### config.mk
export PLATFORM = sky130hd
export DESIGN_NAME = majority_run_tracker
export DESIGN_NICKNAME = d
export VERILOG_FILES = /design/src/rtl/majority_run_tracker.sv
export SDC_FILE = /design/constraint.sdc
export NUM_CORES = 1
export LEC_CHECK = 0
export CAP_MARGIN = 20
export CORE_ASPECT_RATIO = 0.9
export CORE_UTILIZATION = 40
export DETAILED_ROUTE_END_ITERATION = 10
export GPL_TIMING_DRIVEN = 0
export PLACE_DENSITY = 0.71
export SLEW_MARGIN = 40
export SYNTH_ARGS = -nofsm -noshare
export SYNTH_HDL_FRONTEND = slang
export SYNTH_SLANG_ARGS = --single-unit
### constraint.sdc
create_clock -name clk -period 3.7 [get_ports clk]
set_input_delay 0.555 -clock clk [delete_from_list [all_inputs] [get_ports clk]]
set_output_delay 0.555 -clock clk [all_outputs]
set_load 0.005 [all_outputs]
### src/rtl/majority_run_tracker.sv
// majority_run_tracker
// Consumes the 1-bit majority detector result on enabled cycles and keeps
// the current true-run length, the longest run, a wrapping count of true
// samples, and a registered alarm once the run reaches p_thresh.
//
// state   | meaning
// --------+------------------------------------------
// S_IDLE  | run == 0
// S_RUN   | 0 < run < p_thresh
// S_ALARM | run >= p_thresh (alarm asserted)
module majority_run_tracker #(
    parameter int p_nbits  = 4,
    parameter int p_thresh = 3
) (
    input  logic               clk,
    input  logic               rst,
    input  logic               en,
    input  logic               det,
    input  logic               clear,
    output logic [p_nbits-1:0] run,
    output logic [p_nbits-1:0] max_run,
    output logic [p_nbits-1:0] total,
    output logic               alarm
);

    typedef enum logic [1:0] {
        S_IDLE  = 2'd0,
        S_RUN   = 2'd1,
        S_ALARM = 2'd2
    } state_t;

    localparam logic [p_nbits-1:0] C_SAT    = '1;
    localparam logic [p_nbits-1:0] C_THRESH = p_nbits'(p_thresh);
    localparam logic [p_nbits-1:0] C_ONE    = p_nbits'(1);

    state_t             r_state;
    state_t             w_state_nxt;
    logic [p_nbits-1:0] r_run;
    logic [p_nbits-1:0] r_max;
    logic [p_nbits-1:0] r_total;
    logic [p_nbits-1:0] w_run_nxt;
    logic [p_nbits-1:0] w_max_nxt;
    logic [p_nbits-1:0] w_total_nxt;

    // Next state and counter values; everything holds unless a sample is taken.
    always_comb begin
        w_state_nxt = r_state;
        w_run_nxt   = r_run;
        w_total_nxt = r_total;
        w_max_nxt   = r_max;
        if (en) begin
            if (det) begin
                w_run_nxt   = (r_run == C_SAT) ? r_run : r_run + C_ONE;
                w_total_nxt = r_total + C_ONE;
                w_state_nxt = (w_run_nxt >= C_THRESH) ? S_ALARM : S_RUN;
            end else begin
                w_run_nxt   = '0;
                w_state_nxt = S_IDLE;
            end
        end
        // Compare against the next run so max_run moves on the same edge.
        if (w_run_nxt > r_max) begin
            w_max_nxt = w_run_nxt;
        end
    end

    // State and statistics registers; reset and clear both discard the sample.
    always_ff @(posedge clk) begin
        if (rst || clear) begin
            r_state <= S_IDLE;
            r_run   <= '0;
            r_max   <= '0;
            r_total <= '0;
        end else begin
            r_state <= w_state_nxt;
            r_run   <= w_run_nxt;
            r_max   <= w_max_nxt;
            r_total <= w_total_nxt;
        end
    end

    assign run     = r_run;
    assign max_run = r_max;
    assign total   = r_total;
    assign alarm   = (r_state == S_ALARM);

endmodule

==> key figures <==
Drt
  – First-pass DRT Iterations: 4
  – Vias per Instance: 5.04
  – Via count: 685
  – Wirelength per Cell: 11.6 um
  – Starting DRT DRC Count: 15
  – Post-route antenna net violation count: 0
  – DRC Markers: 0
  – WL final: 1580 um

Power and ir drop
  – NetSw: 0.0000819 W
  – Sequential Power Share: 0.492
  – Leakage: 0.400 nW
  – PD cells: 318 nW/um^2
  – Switching part of the total: 0.257
  – Worst VDD drop: 0.000154 V
  – Internal: 0.000237 W
  – Combinational power share: 0.151
  – Clock power share: 0.357

Timing
  – RSZ-0062 raised after global routing: no
  – Slew @ Worst Pin: 0.485 ns
  – Final Hold Fails: 0
  – FMAX: 0.394 GHz
  – Slew headroom: 0.677
  – Final setup viols: 0
  – Fin crit share: 0.686
  – Slew Viols, Final: 0
  – Setup Skew: 0.00221 ns
  – Minimum clock period: 2.54 ns
  – Setup TNS: 0 ns

Worst setup path
  – Kind of critical path: reg2reg
  – CP max FO: 7
  – CP Data Arrival Time: 2.72 ns
  – Worst setup SP type: flip-flop
  – Critical Path RT: 3.88 ns
  – R2R depth: 9
  – Element type at the critical path end: flip-flop

Die
  – Core ar.: 1750 um^2
  – Row cnt: 14
  – # IOs: 18
  – Die height: 43.8 um
  – Die Area: 2120 um^2
  – Die width: 48.4 um
  – Starting Density: 0.443

Global routing
  – Initial antenna violation count: 0
  – Overall routing resource usage: 0.180
  – First-pass GRT wire length: 2870 um
  – Vias in the first global route: 661
  – Largest net degree at the start of global routing: 11
  – Global route overflow: 0

Cells and area
  – Ant. Diodes: 0
  – Fillcell total: 170
  – Register Area: 280 um^2
  – Final Cell Area: 1000 um^2
  – Layout Nets: 124
  – Synth-to-Final Area Change: 29.2%
  – Ratio of cells with drive above 1 in the final layout: 0.116
  – Area of the multi-input gates: 449 um^2

Clock tree
  – Clock sinks: 14
  – CTS max path bufs: 2
  – Resized Gates After CTS: 0
  – Clock-pin slew on the worst setup and hold paths: 0.09 ns
  – H-tree depth: 1
  – Clk Latency, worst-skew pair: 0.29 ns
  – Cts hold-fix bufs: 0
  – Post-CTS setup buffers: 0
  – CTS tree: built
  – Clock Root Buffer: clkbuf_4
  – Cts bufs inserted: 3

Placement
  – GPL Wtd Cong: 0.817
  – Hpwl dp: 1200 um
  – Post-DP Area: 966 um^2
  – Port Buf Inserts: 16

Flow run
  – Max-cap viol count: 0

Logic synthesis
  – Netlist cell types: 32
  – Syn nets: 103
  – Yosys warns: 0
  – Post-Synthesis Cells: 92
  – FF+latch count, synth: 14
  – Syn Std Cell Area: 776 um^2
  – Register area share after synthesis: 0.361
  – Syn avg cell area: 8.43 um^2

Min path
  – HP Class: reg2reg
  – Hold Path Stages: 2

Run status
  – Outcome: finished, final reports clean
==> synthesized netlist by cell type <==
cell type,number,share of area
nand4_1,1,0.0081
a21o_1,2,0.019
o21ai_1,3,0.019
o21a_1,1,0.0097
a41oi_1,1,0.011
a211oi_2,3,0.048
ha_1,6,0.097
a32oi_1,1,0.011
a211oi_1,1,0.0097
or2_1,2,0.016
nand3b_1,1,0.0097
and2_4,1,0.011
xor2_1,2,0.023
a311oi_2,1,0.019
clkbuf_1,1,0.0048
nand2_1,8,0.039
a31oi_1,1,0.0081
xnor2_1,1,0.011
dfxtp_1,14,0.36
a21oi_1,6,0.039
inv_1,8,0.039
buf_4,1,0.0097
and2_1,2,0.016
o22ai_1,2,0.016
nand3_1,3,0.019
nor2b_1,2,0.016
nand2b_1,1,0.0081
and3_4,1,0.015
nor3_2,1,0.013
buf_2,1,0.0064
and3_1,1,0.0081
nor2_1,12,0.058
==> path summary, 6_finish.rpt <==
path,slack [ns],startpoint,to
max,1.16,run[0],max_run[2]
min,0.49,r_state[0],r_state[0]
max reg2reg,1.16,run[0],max_run[2]
min reg2reg,0.49,r_state[0],r_state[0]
==> routing by layer <==
metal | GRT usage | vias up | part of all wire
li1 | - | 359 | -
met4 | 0.0706 | 0 | 0.011
met3 | 0.0456 | 2 | 0.061
met5 | 0 | - | 0
met1 | 0.248 | 299 | 0.52
met2 | 0.270 | 25 | 0.41
==> flip-flops by register name (all words and copies together), names as in the netlist <==
| signal | cells |
|---|---|
| max_run | 4 |
| run | 4 |
| total | 4 |
| r_state | 2 |
==> logic make-up after synthesis <==
logic type      synth area share
compound gates             0.211
xor+xnor                  0.0339
fa+ha+maj                 0.0968
flops                      0.361
buf+inv                   0.0597
simple gates               0.237
==> cells in the final DEF (no fill, tap or decap), drive strengths merged, types with 3 or more instances in the layout <==
master,synthesis,final
a211oi,4,4
a21oi,6,6
and2,3,3
clkbuf,1,5
clkdlybuf4s50,0,16
dfxtp,14,14
ha,6,6
inv,8,8
nand2,8,8
nand3,3,3
nor2,12,12
o21ai,3,3
==> stage by stage <==
| step | hold WS (ns) | setup WS (ns) | cells | util | power (W) |
|---|---|---|---|---|---|
| floorplan | 0.450 | 1.44 | 92 | - | 0.000192 |
| global placement | 0.475 | 0.963 | 132 | 0.551 | 0.000207 |
| detailed placement | 0.474 | 0.928 | 132 | 0.551 | 0.000208 |
| CTS | 0.495 | 1.18 | 136 | 0.572 | 0.000323 |
| global route | 0.527 | 0.887 | 136 | 0.572 | 0.000337 |
| finish | 0.490 | 1.16 | 136 | 0.572 | 0.000319 |
==> worst max-delay path: stages, from the launching register on <==
cell,delay [ns]
dfxtp_1,0.48
ha_1,0.27
and3_4,0.23
nor2_1,0.06
a211oi_2,0.29
inv_1,0.08
ha_1,0.29
a41oi_1,0.39
and2_4,0.24
o22ai_1,0.08
==> power groups by stage <==
stage	clock (W)	sequential [W]	combinational (W)
finish	0.000114	0.000157	0.0000482
global route	0.000125	0.000157	0.0000542
CTS	0.000118	0.000157	0.0000483
detailed placement	0	0.000160	0.0000480
global placement	0	0.000160	0.0000469
floorplan	0	0.000160	0.0000314
==> cell type report <==
type                            instances  share of cell area
Multi-Input combinational cell         67               0.448
Timing Repair Buffer                   16               0.160
Tap cell                               24              0.0300
Inverter                                8              0.0300
Sequential cell                        14               0.280
Buffer                                  3              0.0162
Clock buffer                            4              0.0362
No activity file was read; power rests on OpenSTA's default activity.
